### src/rtl/muldiv_seq_if.sv
// Handshake and ALU-borrow signals between the core and the iterative mul/div sequencer.
// The core side is the master; the sequencer is the slave.
interface muldiv_seq_if #(
  parameter int DATA_WIDTH    = 32,
  parameter int OPCODE_LENGTH = 4
);
  logic                     start;
  logic [1:0]               op;
  logic [DATA_WIDTH-1:0]    opa;
  logic [DATA_WIDTH-1:0]    opb;
  logic                     busy;
  logic                     done;
  logic [DATA_WIDTH-1:0]    result;
  logic                     alu_own;
  logic [DATA_WIDTH-1:0]    alu_srca;
  logic [DATA_WIDTH-1:0]    alu_srcb;
  logic [OPCODE_LENGTH-1:0] alu_op;
  logic [DATA_WIDTH-1:0]    alu_result;

  modport master (
    output start, op, opa, opb, alu_result,
    input  busy, done, result, alu_own, alu_srca, alu_srcb, alu_op
  );

  modport slave (
    input  start, op, opa, opb, alu_result,
    output busy, done, result, alu_own, alu_srca, alu_srcb, alu_op
  );
endinterface

### src/rtl/muldiv_seq.sv
// Iterative unsigned MUL/MULHU/DIVU/REMU that borrows the shared ALU for one
// add or subtract per iteration, 32 iterations per operation.
module muldiv_seq #(
  parameter int DATA_WIDTH    = 32,
  parameter int OPCODE_LENGTH = 4
) (
  input  logic         clk,
  input  logic         reset,
  muldiv_seq_if.slave  bus
);
  localparam int CNT_W = $clog2(DATA_WIDTH);

  localparam logic [1:0] IDLE = 2'd0;
  localparam logic [1:0] RUN  = 2'd1;
  localparam logic [1:0] DONE = 2'd2;

  localparam logic [OPCODE_LENGTH-1:0] ALU_ADD = OPCODE_LENGTH'(4'b0100);
  localparam logic [OPCODE_LENGTH-1:0] ALU_SUB = OPCODE_LENGTH'(4'b0010);

  logic [1:0]            state_reg;
  logic [DATA_WIDTH-1:0] hi_reg, lo_reg, div_reg, result_reg;
  logic [CNT_W-1:0]      cnt_reg;
  logic [1:0]            op_q_reg;

  logic [DATA_WIDTH-1:0] hi_next, lo_next;
  logic [DATA_WIDTH-1:0] rem_shift, sum;
  logic                  ob, ge, carry;

  always_comb begin
    // Divide: shift the partial remainder left; ob is the bit shifted out of hi,
    // which guarantees the subtraction succeeds even when r < div numerically.
    rem_shift = {hi_reg[DATA_WIDTH-2:0], lo_reg[DATA_WIDTH-1]};
    ob        = hi_reg[DATA_WIDTH-1];
    ge        = ob | (rem_shift >= div_reg);
    // Multiply: carry out of the ALU add is recovered by an unsigned wrap compare.
    sum       = lo_reg[0] ? bus.alu_result : hi_reg;
    carry     = lo_reg[0] & (bus.alu_result < hi_reg);

    if (op_q_reg[1]) begin
      hi_next = ge ? bus.alu_result : rem_shift;
      lo_next = {lo_reg[DATA_WIDTH-2:0], ge};
    end else begin
      hi_next = {carry, sum[DATA_WIDTH-1:1]};
      lo_next = {sum[0], lo_reg[DATA_WIDTH-1:1]};
    end
  end

  always_comb begin
    bus.busy     = (state_reg == RUN) || (state_reg == DONE);
    bus.done     = (state_reg == DONE);
    bus.result   = result_reg;
    bus.alu_own  = (state_reg == RUN);
    bus.alu_srca = '0;
    bus.alu_srcb = '0;
    bus.alu_op   = ALU_ADD;
    if (state_reg == RUN) begin
      bus.alu_srca = op_q_reg[1] ? rem_shift : hi_reg;
      bus.alu_srcb = div_reg;
      bus.alu_op   = op_q_reg[1] ? ALU_SUB : ALU_ADD;
    end
  end

  always_ff @(posedge clk) begin
    if (reset) begin
      state_reg  <= IDLE;
      hi_reg     <= '0;
      lo_reg     <= '0;
      div_reg    <= '0;
      cnt_reg    <= '0;
      op_q_reg   <= 2'b00;
      result_reg <= '0;
    end else begin
      case (state_reg)
        IDLE: begin
          if (bus.start) begin
            op_q_reg <= bus.op;
            div_reg  <= bus.opb;
            lo_reg   <= bus.opa;
            hi_reg   <= '0;
            cnt_reg  <= '0;
            if (bus.op[1] && (bus.opb == '0)) begin
              result_reg <= bus.op[0] ? bus.opa : '1;
              state_reg  <= DONE;
            end else begin
              state_reg  <= RUN;
            end
          end
        end
        RUN: begin
          hi_reg  <= hi_next;
          lo_reg  <= lo_next;
          cnt_reg <= cnt_reg + 1'b1;
          if (cnt_reg == CNT_W'(DATA_WIDTH - 1)) begin
            // MULHU and REMU take the high word; MUL and DIVU the low word.
            result_reg <= op_q_reg[0] ? hi_next : lo_next;
            state_reg  <= DONE;
          end
        end
        DONE:    state_reg <= IDLE;
        default: state_reg <= IDLE;
      endcase
    end
  end
endmodule

### src/flat_wrapper.sv
// flat-port wrapper written by rule: the top's interface ports become plain ports
module muldiv_seq_flat 
#(
  parameter int DATA_WIDTH    = 32,
  parameter int OPCODE_LENGTH = 4
)
  (clk, reset, bus_start, bus_op, bus_opa, bus_opb, bus_alu_result, bus_busy, bus_done, bus_result, bus_alu_own, bus_alu_srca, bus_alu_srcb, bus_alu_op);
  muldiv_seq_if #(.DATA_WIDTH(DATA_WIDTH), .OPCODE_LENGTH(OPCODE_LENGTH)) bus_i ();
  input  logic clk;
  input  logic reset;
  input wire logic [$bits(bus_i.start)-1:0] bus_start;
  input wire logic [$bits(bus_i.op)-1:0] bus_op;
  input wire logic [$bits(bus_i.opa)-1:0] bus_opa;
  input wire logic [$bits(bus_i.opb)-1:0] bus_opb;
  input wire logic [$bits(bus_i.alu_result)-1:0] bus_alu_result;
  output wire logic [$bits(bus_i.busy)-1:0] bus_busy;
  output wire logic [$bits(bus_i.done)-1:0] bus_done;
  output wire logic [$bits(bus_i.result)-1:0] bus_result;
  output wire logic [$bits(bus_i.alu_own)-1:0] bus_alu_own;
  output wire logic [$bits(bus_i.alu_srca)-1:0] bus_alu_srca;
  output wire logic [$bits(bus_i.alu_srcb)-1:0] bus_alu_srcb;
  output wire logic [$bits(bus_i.alu_op)-1:0] bus_alu_op;
  assign bus_i.start = bus_start;
  assign bus_i.op = bus_op;
  assign bus_i.opa = bus_opa;
  assign bus_i.opb = bus_opb;
  assign bus_i.alu_result = bus_alu_result;
  assign bus_busy = bus_i.busy;
  assign bus_done = bus_i.done;
  assign bus_result = bus_i.result;
  assign bus_alu_own = bus_i.alu_own;
  assign bus_alu_srca = bus_i.alu_srca;
  assign bus_alu_srcb = bus_i.alu_srcb;
  assign bus_alu_op = bus_i.alu_op;
  muldiv_seq #(.DATA_WIDTH(DATA_WIDTH), .OPCODE_LENGTH(OPCODE_LENGTH)) u_core (.clk(clk), .reset(reset), .bus(bus_i));
endmodule
### config.mk
export PLATFORM = sky130hd
export DESIGN_NAME = muldiv_seq_flat
export DESIGN_NICKNAME = d
export VERILOG_FILES = /design/src/rtl/muldiv_seq_if.sv /design/src/rtl/muldiv_seq.sv /design/src/flat_wrapper.sv
export SDC_FILE = /design/constraint.sdc
export NUM_CORES = 1
export LEC_CHECK = 0
export CORE_AREA = 2 2 130 132
export CTS_CLUSTER_DIAMETER = 30
export DETAILED_ROUTE_END_ITERATION = 7
export DIE_AREA = 0 0 132 134
export DONT_BUFFER_PORTS = 1
export PLACE_DENSITY = 0.74
export SLEW_MARGIN = 0
export SYNTH_ARGS = -nofsm -noshare
export SYNTH_HDL_FRONTEND = slang
export SYNTH_SLANG_ARGS = --single-unit
### constraint.sdc
create_clock -name clk -period 3.2 [get_ports clk]
set_input_delay 0.64 -clock clk [delete_from_list [all_inputs] [get_ports clk]]
set_output_delay 0.64 -clock clk [all_outputs]
set_load 0.005 [all_outputs]
* Word-level counts from Yosys, hierarchy flattened
Index checks and enable logic that the tools add are counted.
** Word-level totals
- Output and inout port bits :: 103
- Word-level logic and storage cells :: 52
- Bits of input ports :: 101
- Register bits :: 137
** Cells by class
- Multiplexer cells :: 25
- Reduce and logical (&&, ||, !) cells :: 9
- Bitwise gates (word level) :: 2
- Equality and inequality tests :: 6
- $add $sub $neg :: 1
- $lt $le $gt $ge :: 2
** Operators with widths (count)
- 32-bit 2-to-1 mux :: 14
- 32-bit case mux with 2 select lines :: 3
- 32-bit greater-or-equal comparator :: 1
- 32-bit zero test :: 1
- 32-bit < comparator :: 1
- 5-bit case mux with 2 select lines :: 1
- 2-bit 2-to-1 mux :: 3
- 2-bit AND reduction :: 3
- 5-bit by 1-bit adder with 5-bit output, second input constant :: 1
- 5-bit equality test, second input constant :: 1
- 5-bit 2-to-1 mux :: 1
- 4-bit 2-to-1 mux :: 1
- 2-bit by 1-bit != test with 1-bit output, second input constant :: 2
- 2-bit case mux with 2 select lines :: 1
- 4-bit AND reduction :: 1
- 3-bit 2-to-1 mux :: 1
- 2-bit by 1-bit equality test with 1-bit output, second input constant :: 1
- 2-bit equality test, second input constant :: 1
- 2-bit zero test :: 1
- 2-bit != test, second input constant :: 1
- 2-bit nonzero test :: 1
- 1-bit AND :: 1
- 1-bit logical AND :: 1
- 1-bit logical OR :: 1
- 1-bit bitwise OR :: 1

* Longest topological paths before layout
Gate-level depths: netlist of run 1.
- Depth after elaboration :: 7
- Mapped depth :: 11
- Mapped depth without buffers :: 9

* Least setup slack after synthesis of run 1
No wires, ideal clock.
- Path type :: reg-to-reg
- From :: register u_core.lo_reg[31]
- To :: register u_core.hi_reg[3]
- Data arrival time :: 2.385 ns
- Slack :: 0.698 ns
- Period minus slack after synthesis :: 2.502 ns
- Path buffers :: 1
- Required time :: 3.083 ns
- Library setup time :: 0.117 ns
- Stages on the path, launching flop included :: 11
- Cell sequence :: dfxtp_1 -> inv_1 -> ha_1 -> nand2b_4 -> a2111o_1 -> a311o_1 -> o211a_4 -> buf_6 -> o21ai_1 -> o311ai_2 -> a32o_1
** On the way
- Cells in the longest elaborated chain, start to end :: 5
** RTL lines
- start: declaration :: RTL line muldiv_seq.sv:21 : logic [DATA_WIDTH-1:0] hi_reg, lo_reg, div_reg, result_reg;
- start signal: assignment :: RTL line muldiv_seq.sv:78 : lo_reg <= bus.opa;
- start signal: assignment :: RTL line muldiv_seq.sv:91 : lo_reg <= lo_next;
- 32-bit greater-or-equal comparator :: RTL line muldiv_seq.sv:34 : ge = ob | (rem_shift >= div_reg);
- 1-bit bitwise OR :: RTL line muldiv_seq.sv:34
- 32-bit 2-to-1 mux :: RTL line muldiv_seq.sv:40 : hi_next = ge ? bus.alu_result : rem_shift;
- 32-bit 2-to-1 mux :: RTL line muldiv_seq.sv:39 : if (op_q_reg[1]) begin
- 32-bit case mux with 2 select lines :: RTL line muldiv_seq.sv:73 : case (state_reg)
- end signal: assignment :: RTL line muldiv_seq.sv:90 : hi_reg <= hi_next;
- end: declaration :: RTL line muldiv_seq.sv:21
Every way passes these cells.
A chain may end at the register's enable or synchronous reset.

* Worst setup path after layout of run 1
Ends and elaborated chain as after synthesis.

==> results.cfg, run 1 <==
[global_routing]
grt_util_met2 = 0.524
grt_max_degree = 109
met1_usage = 0.414
top_usage_layer = met2
antenna_found_initial = 0
grt_pass1_wl_mm = 46.2
grt_pass1_vias = 8604
grtUsageTotal = 0.327
gr-total-overflow = 0
met3_usage = 0.0998

[placement]
gp_congestion = 0.937
portBuffers = 0
place_hpwl_mm = 20.8
place_area_mm2 = 0.00972

[floorplanning]
rows = 47
start_util = 0.591
io_pins = 204
fp.dieH_um = 134
dieArea_mm2 = 0.0177
fp.dieW_um = 132
core_area_mm2 = 0.0163

[clocking]
clock_path_buffers = 2
ctsResizeCount = 0
clk_latency_ps = 430
cts_made_buffers = 17
path_clk_slew_ps = 60
cts_root_buf = clkbuf_16
hold_buffers = 0
cts_max_level = 4
post-cts-setup-buffers = 0
cts_tree = done
cts.sink_count = 137

[cells_and_area]
area_growth_pct = 7.15
postLayoutCoreUtil = 0.633
final_nets = 1349
postLayoutCellArea_mm2 = 0.0103
n_fill_cell = 1481
diodes = 0
drive_gt1_frac = 0.0906

[routing]
ant_nets = 0
drc_errors = 0
num_vias = 9152
dr.pass1.iters = 5
route.detailed.wl_per_inst_um = 20.8
wirelength_mm = 29.4
drtIter0Drc = 960
via_per_inst = 6.48

[logic_synthesis]
synth_cell_types = 60
netlist_top_cells_area = dfxtp_1 (29%), nand2_1 (9.0%), ha_1 (8.8%)
avgSynthCellArea_um2 = 7.78
ys.warnings.count = 0
synth_top_area_share = 0.285
synth_cells = 1236
synth_most_common_cell = nand2_1
synth_seq_area_share = 0.285
yosysTopAreaCell = dfxtp_1
netlist_area_mm2 = 0.00962
synthTopCellsByCount = nand2_1 (231), dfxtp_1 (137), a21oi_1 (112)
ys_ff_latch = 137
synth_async_sr_flop_share = 0
synth_edf_count = 0
synth_ff_type = dfxtp_1

[setup_path]
cp_slowest_stage_delay_ps = 470
startpoint_type = flop
cp-endpoint = u_core.hi_reg[3]$_SDFFE_PP0P_
worst_setup_path_end_kind = flop
r2r-end = u_core.hi_reg[3]$_SDFFE_PP0P_
crit_type = reg2reg
r2r_slack_ps = 230
critPathLaunch = u_core.lo_reg[31]$_SDFFE_PP0P_
worstReg2RegStart = u_core.lo_reg[31]$_SDFFE_PP0P_
ff2ff_path_depth = 9
crit_required_ps = 3510
slowest_stage = o211a_4
arrival_ps = 3280
critical_path.cell_chain = inv_1 -> ha_1 -> nand2b_4 -> a2111o_1 -> a311o_1 -> o211a_4 -> o21ai_1 -> o311ai_2 -> a32o_1
path_max_fanout = 60

[sta]
worst_pin_slew_ps = 1000
rsz0062_at_grt = false
min_period_over_period = 0.927
fin_crit_ps = 2970
finalSetupTns_ps = 0
hold_violations = 0
setup_viol = 0
skew_ps = 6.44
slew_headroom = 0.331
drv_slew = 0
fmax_mhz = 337
hold_slack_ps = 278

[run_status]
status = finished clean

[power]
peakVddDrop_mv = 0.395
p_per_area_mw_per_mm2 = 514
power_leakage_uw = 0.00351

[job]
maxCapViolations = 0

[worst_hold_path]
min_path_type = in2reg
==> worst min path at each step <==
stage,start,end,cells past startpoint
2_1_floorplan,u_core.lo_reg[6]$_SDFFE_PP0P_,u_core.lo_reg[6]$_SDFFE_PP0P_,2
6_report,reset,u_core.lo_reg[12]$_SDFFE_PP0P_,1
3_5_place_dp,u_core.lo_reg[19]$_SDFFE_PP0P_,u_core.lo_reg[19]$_SDFFE_PP0P_,2
4_1_cts,reset,u_core.lo_reg[13]$_SDFFE_PP0P_,1
3_3_place_gp,u_core.div_reg[19]$_SDFFE_PP0P_,u_core.div_reg[19]$_SDFFE_PP0P_,2
5_1_grt,reset,u_core.lo_reg[27]$_SDFFE_PP0P_,1
==> placed cells by master (no fill, tap or decap), types with 4 or more instances in the layout <==
| master | netlist | routed |
|---|---|---|
| nand2_1 | 231 | 231 |
| dfxtp_1 | 137 | 135 |
| a21oi_1 | 112 | 112 |
| inv_1 | 71 | 71 |
| ha_1 | 68 | 67 |
| mux2i_1 | 59 | 59 |
| nor2b_1 | 58 | 58 |
| o211ai_1 | 58 | 58 |
| and2_1 | 37 | 37 |
| a32o_1 | 31 | 31 |
| a31o_2 | 30 | 30 |
| o21ai_1 | 30 | 28 |
| o311ai_1 | 27 | 27 |
| o22ai_1 | 26 | 26 |
| buf_4 | 4 | 24 |
| nor2_1 | 25 | 23 |
| clkbuf_16 | 0 | 17 |
| nand4_1 | 13 | 13 |
| o21ai_0 | 11 | 11 |
| a21o_1 | 11 | 11 |
| nand2b_1 | 10 | 10 |
| nor4_1 | 8 | 8 |
| a211o_1 | 8 | 8 |
| nor3b_1 | 6 | 6 |
| nor3_1 | 5 | 5 |
| mux2_2 | 5 | 5 |
| and4_1 | 5 | 5 |
| nand3_1 | 5 | 5 |
| a222oi_1 | 4 | 4 |
| a22oi_1 | 4 | 4 |
| clkbuf_1 | 75 | 4 |
==> cell families after synthesis <==
kind of cell / after synthesis / share of synthesized area
other: 1 / 0.000390
adder cells (fa/ha/maj): 68 / 0.0884
multiplexers: 64 / 0.0672
buffers and inverters: 174 / 0.0752
flip-flops: 137 / 0.285
AO/OA/AOI/OAI: 380 / 0.279
AND/OR/NAND/NOR: 412 / 0.205
==> per-layer routing <==
metal,vias to the layer above,share of wire
met5,-,0
met4,0,0.031
met3,60,0.10
met2,428,0.46
met1,4300,0.41
li1,4364,-
==> through the flow <==
step / instances / total power (uW) / setup slack [ps]
6_report: 1412 / 5290 / 233
4_1_cts: 1412 / 5280 / 300
5_1_grt: 1412 / 5530 / 82.6
2_1_floorplan: 1237 / 3000 / 698
3_3_place_gp: 1381 / 3260 / 336
3_5_place_dp: 1381 / 3280 / 318
==> worst max-delay path, delay by kind of cell (launching register included) <==
family / cells / cell delay [ps]
adder cells (fa/ha/maj): 1 / 270
AND/OR/NAND/NOR: 1 / 130
flip-flops: 1 / 430
AO/OA/AOI/OAI: 6 / 1880
buffers and inverters: 1 / 90
==> final cells by class <==
| cell class | count | area (um^2) | area share |
|---|---|---|---|
| inverter | 71 | 267 | 0.0259 |
| timing repair buffer | 27 | 240 | 0.0233 |
| multi-input combinational | 926 | 6190 | 0.601 |
| tap | 220 | 275 | 0.0267 |
| clock inverter | 8 | 120 | 0.0117 |
| sequential | 137 | 2750 | 0.267 |
| clock buffer | 23 | 468 | 0.0454 |
==> report_power, final <==
part	total, uW	internal, uW	switching [uW]
registers	1990	1840	149
clock network	2010	1260	755
logic	1290	479	814
No activity file was read; power rests on OpenSTA's default activity.
==> run 2: changes to the inputs <==
--- a/config.mk
+++ b/config.mk
@@ -5,6 +5,7 @@
 export SDC_FILE = /design/constraint.sdc
 export NUM_CORES = 1
 export LEC_CHECK = 0
+export CAP_MARGIN = 0
 export CORE_AREA = 2 2 130 132
 export CTS_CLUSTER_DIAMETER = 30
 export DETAILED_ROUTE_END_ITERATION = 7
==> results of run 2 <==
Final layout, timing and power as in run 1 (identical DEF).
==> run 3: changes to the inputs <==
--- a/config.mk
+++ b/config.mk
@@ -11,6 +11,7 @@
 export DETAILED_ROUTE_END_ITERATION = 7
 export DIE_AREA = 0 0 132 134
 export DONT_BUFFER_PORTS = 1
+export HOLD_SLACK_MARGIN = 0.12
 export PLACE_DENSITY = 0.74
 export SLEW_MARGIN = 0
 export SYNTH_ARGS = -nofsm -noshare
==> results of run 3 <==
Final layout, timing and power as in run 1 (identical DEF).
